===== src/rtl/mem_stream_mux.sv =====
// Tagged, flow-controlled read mux: arbitrates NCH memory ports onto one stream with per-BX headers.
// Optional feature: define MEM_STREAM_RR_EN for round-robin arbitration (default is fixed priority).
module mem_stream_mux #(
  parameter int unsigned NCH = 12,
  parameter int unsigned DW  = 44,
  parameter int unsigned SW  = 4,
  parameter int unsigned BXW = 3,
  parameter int unsigned CW  = 8
) (
  input  logic              i_clk,
  input  logic              i_reset,
  input  logic [NCH-1:0]    i_ch_valid,
  input  logic [NCH*DW-1:0] i_ch_data,
  output logic [NCH-1:0]    o_ch_ack,
  input  logic              i_bx_start,
  input  logic [BXW-1:0]    i_bx_in,
  input  logic              i_out_ready,
  output logic              o_out_valid,
  output logic [SW+DW-1:0]  o_out_data,
  output logic [CW-1:0]     o_frame_cnt,
  output logic              o_hdr_overrun
);

  localparam int unsigned OW = SW + DW;
  localparam int unsigned PW = (NCH > 1) ? $clog2(NCH) : 1;

  typedef enum logic {S_RUN, S_HDR} state_t;

  state_t         r_state, w_state_nxt;
  logic [BXW-1:0] r_hdr_bx, w_hdr_bx_nxt;
  logic           r_out_valid, w_out_valid_nxt;
  logic [OW-1:0]  r_out_data, w_out_data_nxt;
  logic [CW-1:0]  r_frame_cnt, w_frame_cnt_nxt;
  logic           r_hdr_overrun, w_hdr_overrun_nxt;
  logic           w_load, w_any, w_hdr_take;
  logic [PW-1:0]  w_grant;
`ifdef MEM_STREAM_RR_EN
  logic [PW-1:0]  r_ptr, w_ptr_nxt;
`endif

  assign w_load = !r_out_valid || i_out_ready;

  // Arbiter: descending scan so the last hit (closest to the start point) wins.
  always_comb begin
    w_any   = 1'b0;
    w_grant = '0;
`ifdef MEM_STREAM_RR_EN
    for (int k = int'(NCH) - 1; k >= 0; k--) begin
      int unsigned idx;
      idx = int'(r_ptr) + k;
      if (idx >= NCH) idx = idx - NCH;
      if (i_ch_valid[idx]) begin
        w_any   = 1'b1;
        w_grant = PW'(idx);
      end
    end
`else
    for (int k = int'(NCH) - 1; k >= 0; k--) begin
      if (i_ch_valid[k]) begin
        w_any   = 1'b1;
        w_grant = PW'(k);
      end
    end
`endif
  end

  // Next-state, output-register and Mealy ack logic.
  always_comb begin
    w_state_nxt       = r_state;
    w_hdr_bx_nxt      = r_hdr_bx;
    w_out_valid_nxt   = r_out_valid;
    w_out_data_nxt    = r_out_data;
    w_frame_cnt_nxt   = r_frame_cnt;
    w_hdr_overrun_nxt = r_hdr_overrun;
    w_hdr_take        = 1'b0;
    o_ch_ack          = '0;
`ifdef MEM_STREAM_RR_EN
    w_ptr_nxt         = r_ptr;
`endif
    case (r_state)
      S_HDR: begin
        if (w_load) begin
          w_out_valid_nxt = 1'b1;
          w_out_data_nxt  = {{SW{1'b1}}, DW'(r_hdr_bx) << (DW - BXW)};
          w_frame_cnt_nxt = '0;
          w_state_nxt     = S_RUN;
          w_hdr_take      = 1'b1;
        end
      end
      default: begin
        if (w_load && w_any) begin
          o_ch_ack        = i_reset ? '0 : (NCH'(1) << w_grant);
          w_out_valid_nxt = 1'b1;
          w_out_data_nxt  = {SW'(w_grant) + SW'(1), i_ch_data[w_grant*DW +: DW]};
          if (r_frame_cnt != {CW{1'b1}}) w_frame_cnt_nxt = r_frame_cnt + CW'(1);
`ifdef MEM_STREAM_RR_EN
          w_ptr_nxt = (w_grant == PW'(NCH - 1)) ? '0 : w_grant + PW'(1);
`endif
        end else if (w_load) begin
          w_out_valid_nxt = 1'b0;
          w_out_data_nxt  = '0;
        end
      end
    endcase
    // A new BX pulse always re-arms the header; it only overruns if the old one stays unsent.
    if (i_bx_start) begin
      w_hdr_bx_nxt = i_bx_in;
      w_state_nxt  = S_HDR;
      if (r_state == S_HDR && !w_hdr_take) w_hdr_overrun_nxt = 1'b1;
    end
  end

  always_ff @(posedge i_clk) begin
    if (i_reset) begin
      r_state       <= S_RUN;
      r_hdr_bx      <= '0;
      r_out_valid   <= 1'b0;
      r_out_data    <= '0;
      r_frame_cnt   <= '0;
      r_hdr_overrun <= 1'b0;
`ifdef MEM_STREAM_RR_EN
      r_ptr         <= '0;
`endif
    end else begin
      r_state       <= w_state_nxt;
      r_hdr_bx      <= w_hdr_bx_nxt;
      r_out_valid   <= w_out_valid_nxt;
      r_out_data    <= w_out_data_nxt;
      r_frame_cnt   <= w_frame_cnt_nxt;
      r_hdr_overrun <= w_hdr_overrun_nxt;
`ifdef MEM_STREAM_RR_EN
      r_ptr         <= w_ptr_nxt;
`endif
    end
  end

  assign o_out_valid   = r_out_valid;
  assign o_out_data    = r_out_data;
  assign o_frame_cnt   = r_frame_cnt;
  assign o_hdr_overrun = r_hdr_overrun;

endmodule


===== config.mk =====
export PLATFORM = sky130hd
export DESIGN_NAME = mem_stream_mux
export DESIGN_NICKNAME = d
export VERILOG_FILES = /design/src/rtl/mem_stream_mux.sv
export SDC_FILE = /design/constraint.sdc
export NUM_CORES = 1
export LEC_CHECK = 0
export BUFFER_PORTS_ARGS = -buffer_cell sky130_fd_sc_hd__buf_2
export CAP_MARGIN = 20
export CORE_AREA = 2 2 241 243
export CTS_CLUSTER_SIZE = 12
export DETAILED_ROUTE_END_ITERATION = 8
export DIE_AREA = 0 0 243 245
export GPL_TIMING_DRIVEN = 0
export SLEW_MARGIN = 20
export SYNTH_ARGS = -nofsm -noshare
export SYNTH_HDL_FRONTEND = slang
export SYNTH_SLANG_ARGS = --single-unit

===== constraint.sdc =====
create_clock -name i_clk -period 3.8 [get_ports i_clk]
set_input_delay 0.57 -clock i_clk [delete_from_list [all_inputs] [get_ports i_clk]]
set_output_delay 0.57 -clock i_clk [all_outputs]
set_load 0.005 [all_outputs]

After elaboration in Yosys (flattened, before gate mapping)
Cells that the tools add are included. W data, S select, Z words.

Reduce and logical (&&, ||, !) cells: 11. Muxes and demuxes: 44. Add/sub/neg operators: 2. Multipliers: 1. Shift-type cells: 2. Eq/ne operators: 2.

Operator list (number): $shiftx A528 B11 Y44 (1); $mux W48 (4); $mux W4 (12); $mux W12 (3); $mux W8 (4); $mux W1 (21); $shl A1 B4 Y12 const A (1); $add A8 B1 Y8 const B (1); $mul A4 B4 Y8 const B (1); $ne A8 B8 Y1 const B (1); $reduce_bool A2 Y1 (3); $add A4 B1 Y4 const B (1); $reduce_and A2 Y1 (2); $reduce_and A3 Y1 (1); $logic_and A1 B1 Y1 (2); $logic_not A1 Y1 (2); $ne A2 B1 Y1 const B (1); $logic_or A1 B1 Y1 (1).

Output and inout bits: 70. Input port bits: 547. Logic and storage cells: 68. Register bits: 62.

Logic depth before layout (Yosys ltp)
Gate-level depths: netlist (run 1).

Depth in word-level cells: 16. Gate-level depth with buffers: 11. Depth with buffers taken out: 8.

Worst setup path before layout (run 1)
OpenSTA, ideal clock, no wires.

Path type: input-to-output. Start: input i_ch_valid[5]. End: output o_ch_ack[11]. Arrival: 2312 ps. Required time: 3230 ps. Stages: 8. Buffers on the path: 3. Setup slack: 918 ps. Cells stage by stage: or3_1 -> o221a_2 -> buf_4 -> buf_4 -> buf_2 -> ha_1 -> ha_1 -> and3_1.

Longest elaborated chain between the ends: 10. Elaborated cells between the ends (all ways): 17. Classes of those cells: 1 x shift; 15 x mux; 1 x reduce/logical.

RTL lines: from (decl) (line 12) `input logic [NCH-1:0] i_ch_valid,`; $mux W4 (6 in a row) (line 59) `if (i_ch_valid[k]) begin`; $shl A1 B4 Y12 (line 92) `o_ch_ack = i_reset ? '0 : (NCH'(1) << w_grant);`; $mux W12 (line 92); $mux W12 * (line 91) `if (w_load && w_any) begin`; $mux W12 * (line 80) `case (r_state)`; to (decl) (line 14) `output logic [NCH-1:0] o_ch_ack,`.

Every way passes the cells marked *; elsewhere a longest branch is shown, timed or not.

Worst setup path in the final report (run 1)
Start: input i_ch_valid[6]. End: output o_ch_ack[0].

Longest elaborated chain between the ends: 11. Elaborated cells between the ends (all ways): 19. Classes of those cells: 1 x shift; 17 x mux; 1 x reduce/logical.

RTL lines (line): $mux W4 (7 in a row) (59); $shl A1 B4 Y12 (92); $mux W12 (92); $mux W12 * (91); $mux W12 * (80).

Marked as above.

==> flow_summary.toml, run 1 <==
[status]
status = "complete, no violations"

[timing]
fin_tns_setup_ps = 0
worst_slew_margin_rel = 0.300
hold_violations = 0
tightest_slew_ps = 1050
skew_ps = 7.84
period_needed_ps = 3610
setup_viol = 0
fmax_mhz = 277
slew_violations = 0
period_share = 0.950
rsz0062_at_grt = "false"

[floorplanning]
die_h_um = 245
dieArea_sq_mm = 0.0595
io_pins = 617
core_sq_mm = 0.0570
rows = 88
die_x_um = 243
start_util = 0.121

[power]
power_density_mw_per_mm2 = 268
power_mw = 3.05
ir_drop_mv = 0.221
leakage_nw = 5.37

[cts]
clkTransAtPathRegs_ps = 50
holdBufCountCts = 0
clk_latency_ps = 370
clock_sinks = 62
cts_setup_buffers = 0
cts_buffers = 9
cts_tree = "yes"
clockBufferDepth = 2
htreeDepth = 3
clockRootBuffer = "clkbuf_16"

[yosys]
ys.flop_type = "dfxtp_1"
synth.distinct_cells = 53
yosysWarningCount = 0
yosysSeqAreaShare = 0.180
syn_avg_cell_area_sq_um = 7.30
synth-seq-cells = 62
syn-cell-area_sq_mm = 0.00690
async_flop_share = 0
syn_nets = 1499
synth_edf_count = 0
synthCells = 945

[min_path]
hp-start = "o_out_data[39]"
hold_class = "register to register"

[grt]
grt_max_degree = 13
grt_pass1_wl_um = 79900
grt_remaining_overflow = 0
antenna_found_initial = 14
track_usage = 0.195
grt_pass1_vias = 10423

[worst_setup_path]
end_kind = "primary output"
worstPathRequired_ps = 3230
worstSetupPathType = "input port to primary output"
critPathArrivalTime_ps = 3040
timing.rr.start = "o_out_valid"
cp-startpoint = "i_ch_valid[6]"
cp-start-kind = "input port"
crit_fanout = 10

[place]
dp_hpwl_um = 50100
post_dp_cell_area_sq_mm = 0.0110
gp_congestion = 0.925
dp_cells = 2325
port-buffer-count = 614

[layout]
area_growth_pct = 64.5
final_cell_mix = "buf_2, nand2_1, mux2i_1, dfxtp_1, clkbuf_1"
layout.cells.non_filler = 2348
final_common_cell = "buf_2"
nFillCells = 6751
drive_gt1_frac = 0.439
fin_nets = 2124
final_area_sq_mm = 0.0114

[route]
antenna_left = 0
first_pass_iters = 5
drc = 0
vias = 10658
post_drt_via_cell_ratio = 4.54
drt_iter0_drc = 671
wire_per_inst_um = 25.9
wl_um = 60800

[flow_run]
cap_viol_max_count = 0
## final timing paths
| kind | end | slack, ps | cells past startpoint |
|---|---|---|---|
| setup / recovery | o_ch_ack[0] | 190 | 7 |
| hold / removal | o_out_data[39] | 430 | 2 |
| setup reg to reg | o_out_data[29] | 1200 | 8 |
| hold reg to reg | o_out_data[39] | 430 | 2 |
## worst max-delay path, cell delays in order
cell and delay [ps]:
buf_2 120, or4_1 600, nor3_2 610, or3_1 480, buf_2 400, nor3b_1 90, buf_2 170
## synth_stat cells, types with 2 or more instances
cell type / instances / area share
nor3_1: 39 / 0.028
o31ai_1: 3 / 0.0033
a21o_1: 2 / 0.0022
buf_2: 26 / 0.019
and3_1: 49 / 0.044
inv_1: 3 / 0.0016
o2111ai_1: 32 / 0.041
nor2_1: 27 / 0.015
a32oi_1: 33 / 0.042
clkbuf_1: 56 / 0.030
nand2_1: 232 / 0.13
o22ai_1: 13 / 0.012
o221ai_1: 41 / 0.052
xnor2_1: 5 / 0.0063
ha_1: 7 / 0.013
dfxtp_1: 62 / 0.18
mux2i_1: 141 / 0.20
or3_1: 3 / 0.0027
nand2b_1: 4 / 0.0036
nor3b_1: 3 / 0.0033
a21oi_1: 8 / 0.0058
buf_4: 14 / 0.015
nand3_1: 9 / 0.0065
nor4_1: 2 / 0.0018
a211oi_1: 44 / 0.048
nor2_2: 3 / 0.0027
a31oi_1: 40 / 0.036
o21a_1: 8 / 0.0087
or4_1: 3 / 0.0033
a221oi_1: 8 / 0.010
inv_2: 3 / 0.0016
## report_power, final
part	internal, mW	leakage, nW	total (mW)	switching (mW)
clock network	0.712	0.180	1.12	0.409
registers	0.703	0.512	0.732	0.0292
logic	0.484	4.68	1.19	0.711
total	1.90	5.37	3.05	1.15
## through the flow
step | worst slack, ps | hold WS [ps] | utilization
6_report | 189 | 432 | 0.199
3_5_place_dp | -18.1 | 424 | 0.192
2_1_floorplan | 918 | 435 | -
5_1_grt | 41.0 | 441 | 0.199
4_1_cts | 32.8 | 405 | 0.199
3_3_place_gp | -461 | 420 | 0.192
## what timing repair did
| item | 4_1_cts | 5_1_grt |
|---|---|---|
| gates resized for setup | 1 | 1 |
| cloned | 0 | 0 |
| setup endpoints to repair | 3 | 4 |
| pin swaps | 0 | 0 |
## cells by family after synthesis
logic type               Yosys count  share of synthesized area
multiplexers                     142                      0.208
adder cells (fa/ha/maj)            7                     0.0127
AND/OR/NAND/NOR                  380                      0.243
flip-flops                        62                      0.180
buffers and inverters            105                     0.0709
AO/OA/AOI/OAI                    244                      0.279
XOR/XNOR                           5                    0.00634
## area by class of cell
cell class	count	area, sq um	share of cell area
clock inverter	7	146	0.0129
tap	765	957	0.0843
multi-input combinational	778	5180	0.456
antenna	8	20.0	0.00176
timing repair buffer	616	3100	0.273
sequential	62	1240	0.109
inverter	7	28.8	0.00253
clock buffer	9	225	0.0198
buffer	96	463	0.0408
## state kept, by name, summed over array words and instances (netlist names)
register       cells
o_frame_cnt        8
o_out_data        48
o_hdr_overrun      1
o_out_valid        1
r_state            1
r_hdr_bx           3
## routing by layer
| layer | global-route usage | wire length, um |
|---|---|---|
| met2 | 0.329 | 28600 |
| met1 | 0.229 | 24400 |
| met3 | 0.0399 | 4390 |
| met4 | 0.109 | 3370 |
| met5 | 0 | 46 |
(Power assumes the default switching activity.)
==> run 2: changes to the inputs <==
--- a/config.mk
+++ b/config.mk
@@ -11,7 +11,9 @@
 export CTS_CLUSTER_SIZE = 12
 export DETAILED_ROUTE_END_ITERATION = 8
 export DIE_AREA = 0 0 243 245
+export GPL_ROUTABILITY_DRIVEN = 1
 export GPL_TIMING_DRIVEN = 0
+export SETUP_SLACK_MARGIN = 0.2
 export SLEW_MARGIN = 20
 export SYNTH_ARGS = -nofsm -noshare
 export SYNTH_HDL_FRONTEND = slang
==> flow_summary.toml, run 2 (synthesis results as in run 1) <==
[worst_setup_path]
critPathArrivalTime_ps = 2890
end_kind = "primary output"
cp_top_family = "simple AND/OR/NAND/NOR gates"
path_buf_inv = 3
critPathSlowestCell = "or4_1"
crit_fanout = 10
cpPeakStageDelay_ps = 620
worstPathRequired_ps = 3230
crit_top_cell = "buf_2"
worstSetupPathType = "input port to primary output"
cp-start-kind = "input port"
cp_cell_sequence = "buf_2 -> or4_1 -> nor3_4 -> or3_1 -> buf_2 -> nor3b_1 -> buf_2"

[floorplanning]
die_h_um = 245
dieArea_sq_mm = 0.0595
rows = 88
io_pins = 617
start_util = 0.121
core_sq_mm = 0.0570
die_x_um = 243

[cts]
clk_latency_ps = 360
clockRootBuffer = "clkbuf_16"
cts_buffers = 9
cts-resized-gates = 5
clkTransAtPathRegs_ps = 70
holdBufCountCts = 0
clockBufferDepth = 2
cts_tree = "yes"
htreeDepth = 3
cts_setup_buffers = 0
clock_sinks = 62

[layout]
final_common_cell = "buf_2"
largest_reg_flops = 48
regArea_sq_mm = 0.00124
final_cell_mix = "buf_2, nand2_1, mux2i_1, dfxtp_1, clkbuf_1"
layout.cells.non_filler = 2349
area_growth_pct = 64.9
multi_input_area_sq_mm = 0.00518
final_area_sq_mm = 0.0114
fin_util = 0.200
drive_gt1_frac = 0.440
nFillCells = 6752
fin_nets = 2125

[route]
antenna_left = 0
vias = 10613
post_drt_via_cell_ratio = 4.52
first_pass_iters = 7
drc = 0
wl_met1_um = 24400
met3_wirelength_um = 4350
dr_wl_met2_um = 28600
drt_iter0_drc = 689
wl_um = 60700
highest_layer = "met5"
wire_per_inst_um = 25.9

[timing]
setup_viol = 0
worst_slew_margin_rel = 0.324
period_needed_ps = 3460
hold_violations = 0
tightest_slew_ps = 1010
rsz0062_at_grt = "true"
skew_ps = 7.52
slew_violations = 0
fmax_mhz = 289
period_share = 0.911

[min_path]
hold_class = "register to register"

[place]
dp_cells = 2325
port-buffer-count = 614
gp_congestion = 0.925
dp_hpwl_um = 50100
post_dp_cell_area_sq_mm = 0.0110

[grt]
track_usage = 0.195
grt_pass1_wl_um = 79900
antenna_found_initial = 14
grt_pass1_vias = 10423
grt_remaining_overflow = 0
grt_max_degree = 13

[flow_run]
cap_viol_max_count = 0

[power]
power_density_mw_per_mm2 = 268
ir_drop_mv = 0.220
leakage_nw = 5.39

[status]
status = "complete, no violations"
-- run 2: metrics by stage --
stage	hold slack, ps	power [mW]	setup slack [ps]	setup TNS, ps
2_1_floorplan	435	1.24	918	0
3_3_place_gp	420	1.94	-461	-3320
3_5_place_dp	424	1.94	-18.1	-28.7
4_1_cts	405	3.10	199	0
5_1_grt	441	3.19	198	0
6_report	433	3.05	338	0
-- run 2: power by group --
group / total [mW] / switching, mW / internal, mW / leakage, nW
sequential: 0.732 / 0.0291 / 0.703 / 0.512
combinational: 1.20 / 0.711 / 0.486 / 4.70
clock: 1.12 / 0.407 / 0.712 / 0.180
total: 3.05 / 1.15 / 1.90 / 5.39
-- run 2: layout make-up --
cell class                      instances  area share
Tap cell                              765      0.0841
Timing Repair Buffer                  616       0.272
Antenna cell                            8     0.00176
Sequential cell                        62       0.109
Buffer                                 97      0.0426
Inverter                                7     0.00253
Clock inverter                          7      0.0129
Multi-Input combinational cell        778       0.455
Clock buffer                            9      0.0198
-- run 2: tightest hold or removal path, cell delays in order (launching register included) --
cell     delay [ps]
dfxtp_1         310
nand2_1          50
nand2_1          40
-- run 2: routing by layer --
metal,track usage,up-vias
li1,-,4884
met1,0.229,4932
met2,0.329,662
met3,0.0399,129
met4,0.109,6
met5,0,-
-- run 2: path summary, 6_finish.rpt --
| path | from | to | slack, ps | depth (start not counted) |
|---|---|---|---|---|
| setup / recovery | i_ch_valid[6] | o_ch_ack[0] | 340 | 7 |
| hold / removal | o_out_data[37] | o_out_data[37] | 430 | 2 |
| setup reg to reg | o_out_valid | o_out_data[29] | 1050 | 8 |
| hold reg to reg | o_out_data[37] | o_out_data[37] | 430 | 2 |
==> run 3: changes to the inputs <==
--- a/config.mk
+++ b/config.mk
@@ -6,13 +6,13 @@
 export NUM_CORES = 1
 export LEC_CHECK = 0
 export BUFFER_PORTS_ARGS = -buffer_cell sky130_fd_sc_hd__buf_2
-export CAP_MARGIN = 20
 export CORE_AREA = 2 2 241 243
 export CTS_CLUSTER_SIZE = 12
 export DETAILED_ROUTE_END_ITERATION = 8
 export DIE_AREA = 0 0 243 245
 export GPL_ROUTABILITY_DRIVEN = 1
 export GPL_TIMING_DRIVEN = 0
+export RECOVER_POWER = 100
 export SETUP_SLACK_MARGIN = 0.2
 export SLEW_MARGIN = 20
 export SYNTH_ARGS = -nofsm -noshare
==> flow_summary.toml, run 3 (synthesis results as in run 1) <==
[min_path]
min_path_cells = 2
hold_class = "register to register"
hp-start = "o_out_data[34]"
min_to = "o_out_data[34]"

[cts]
cts_tree = "yes"
holdBufCountCts = 0
cts_setup_buffers = 0
clk_latency_ps = 360
cts_buffers = 9
clockBufferDepth = 2
clkTransAtPathRegs_ps = 70
clockRootBuffer = "clkbuf_16"
htreeDepth = 3
cts-resized-gates = 5
clock_sinks = 62

[grt]
grt_max_degree = 13
antenna_found_initial = 14
grt_pass1_wl_um = 79900
grt_pass1_vias = 10423
grt_remaining_overflow = 0
track_usage = 0.195

[timing]
worst_slew_margin_rel = 0.222
period_needed_ps = 3550
rsz0062_at_grt = "true"
slew_violations = 0
tightest_slew_ps = 1170
period_share = 0.935
skew_ps = 7.15
hold_violations = 0
timing.hold.ws_ps = 435
fmax_mhz = 282
setup_viol = 0

[floorplanning]
start_util = 0.121
dieArea_sq_mm = 0.0595
rows = 88
core_sq_mm = 0.0570
die_h_um = 245
io_pins = 617
die_x_um = 243

[worst_setup_path]
worstPathRequired_ps = 4060
worstSetupPathType = "input port to register"
reg2reg_to = "o_out_data[29]"
cp-startpoint = "i_ch_valid[10]"
timing.rr.start = "o_out_valid"
r2r_slack_ps = 1070
cp-start-kind = "input port"
crit_fanout = 10
end_kind = "register"
critPathArrivalTime_ps = 3820
rr_worst_depth = 8

[route]
wire_per_inst_um = 25.9
wl_um = 60800
post_drt_via_cell_ratio = 4.53
drc = 0
drt_iter0_drc = 712
antenna_left = 0
first_pass_iters = 6
vias = 10627

[power]
leakage_nw = 5.16
ir_drop_mv = 0.222
power_mw = 3.03
power_density_mw_per_mm2 = 269

[place]
gp_congestion = 0.925
post_dp_cell_area_sq_mm = 0.0110
dp_cells = 2325
port-buffer-count = 614
dp_hpwl_um = 50100

[layout]
final_area_sq_mm = 0.0113
fin_nets = 2124
area_growth_pct = 63.5
final_common_cell = "buf_2"
final_cell_mix = "buf_2, nand2_1, mux2i_1, clkbuf_1, dfxtp_1"
layout.cells.non_filler = 2348
largest_reg_flops = 48
drive_gt1_frac = 0.400

[flow_run]
cap_viol_max_count = 0

[status]
status = "complete, no violations"
## run 3: cell count changes in the layout (fill, tap and decap cells not counted), sizes merged
cell and delta:
buf -61, clkbuf +60
## run 3: area by class of cell
type                            count  area, sq um
Fill cell                        6771        45700
Multi-Input combinational cell    778         5180
Timing Repair Buffer              615         3010
Sequential cell                    62         1240
Tap cell                          765          957
Buffer                             97          482
Clock buffer                        9          225
Clock inverter                      7          146
Inverter                            7         28.8
Antenna cell                        8         20.0
## run 3: worst max path at each step
stage | slack (ps) | endpoint
after floorplan | 920 | o_ch_ack[11]
after global placement | -460 | o_ch_ack[11]
after detailed placement | -20 | o_ch_ack[11]
after CTS | 200 | o_ch_ack[11]
after global routing | 100 | o_ch_ack[3]
final | 250 | o_out_data[20]
## run 3: per-stage QoR
stage / worst slack, ps / TNS (ps) / utilization
6_report: 248 / 0 / 0.198
5_1_grt: 104 / 0 / 0.198
2_1_floorplan: 918 / 0 / -
3_3_place_gp: -461 / -3320 / 0.192
3_5_place_dp: -18.1 / -28.7 / 0.192
4_1_cts: 199 / 0 / 0.199
## run 3: per-layer routing
metal  GRT usage  routed length [um]  share of wire
met2       0.329               28700           0.47
met4       0.109                3400          0.056
met5           0                  46        0.00076
met1       0.229               24300           0.40
met3      0.0399                4450          0.073
## run 3: power by group
group	total, mW	leakage [nW]	switching [mW]	internal [mW]
combinational	1.18	4.46	0.710	0.473
clock	1.12	0.180	0.404	0.712
sequential	0.734	0.512	0.0306	0.703
total	3.03	5.16	1.14	1.89
## run 3: critical path: stages
cell and delay, ps:
clkbuf_1 100, nand2b_1 150, a221oi_2 290, o221a_1 400
inv_1 190, nor2_1 820, clkbuf_1 760, a32oi_1 270
o2111ai_1 160, nand2_1 70
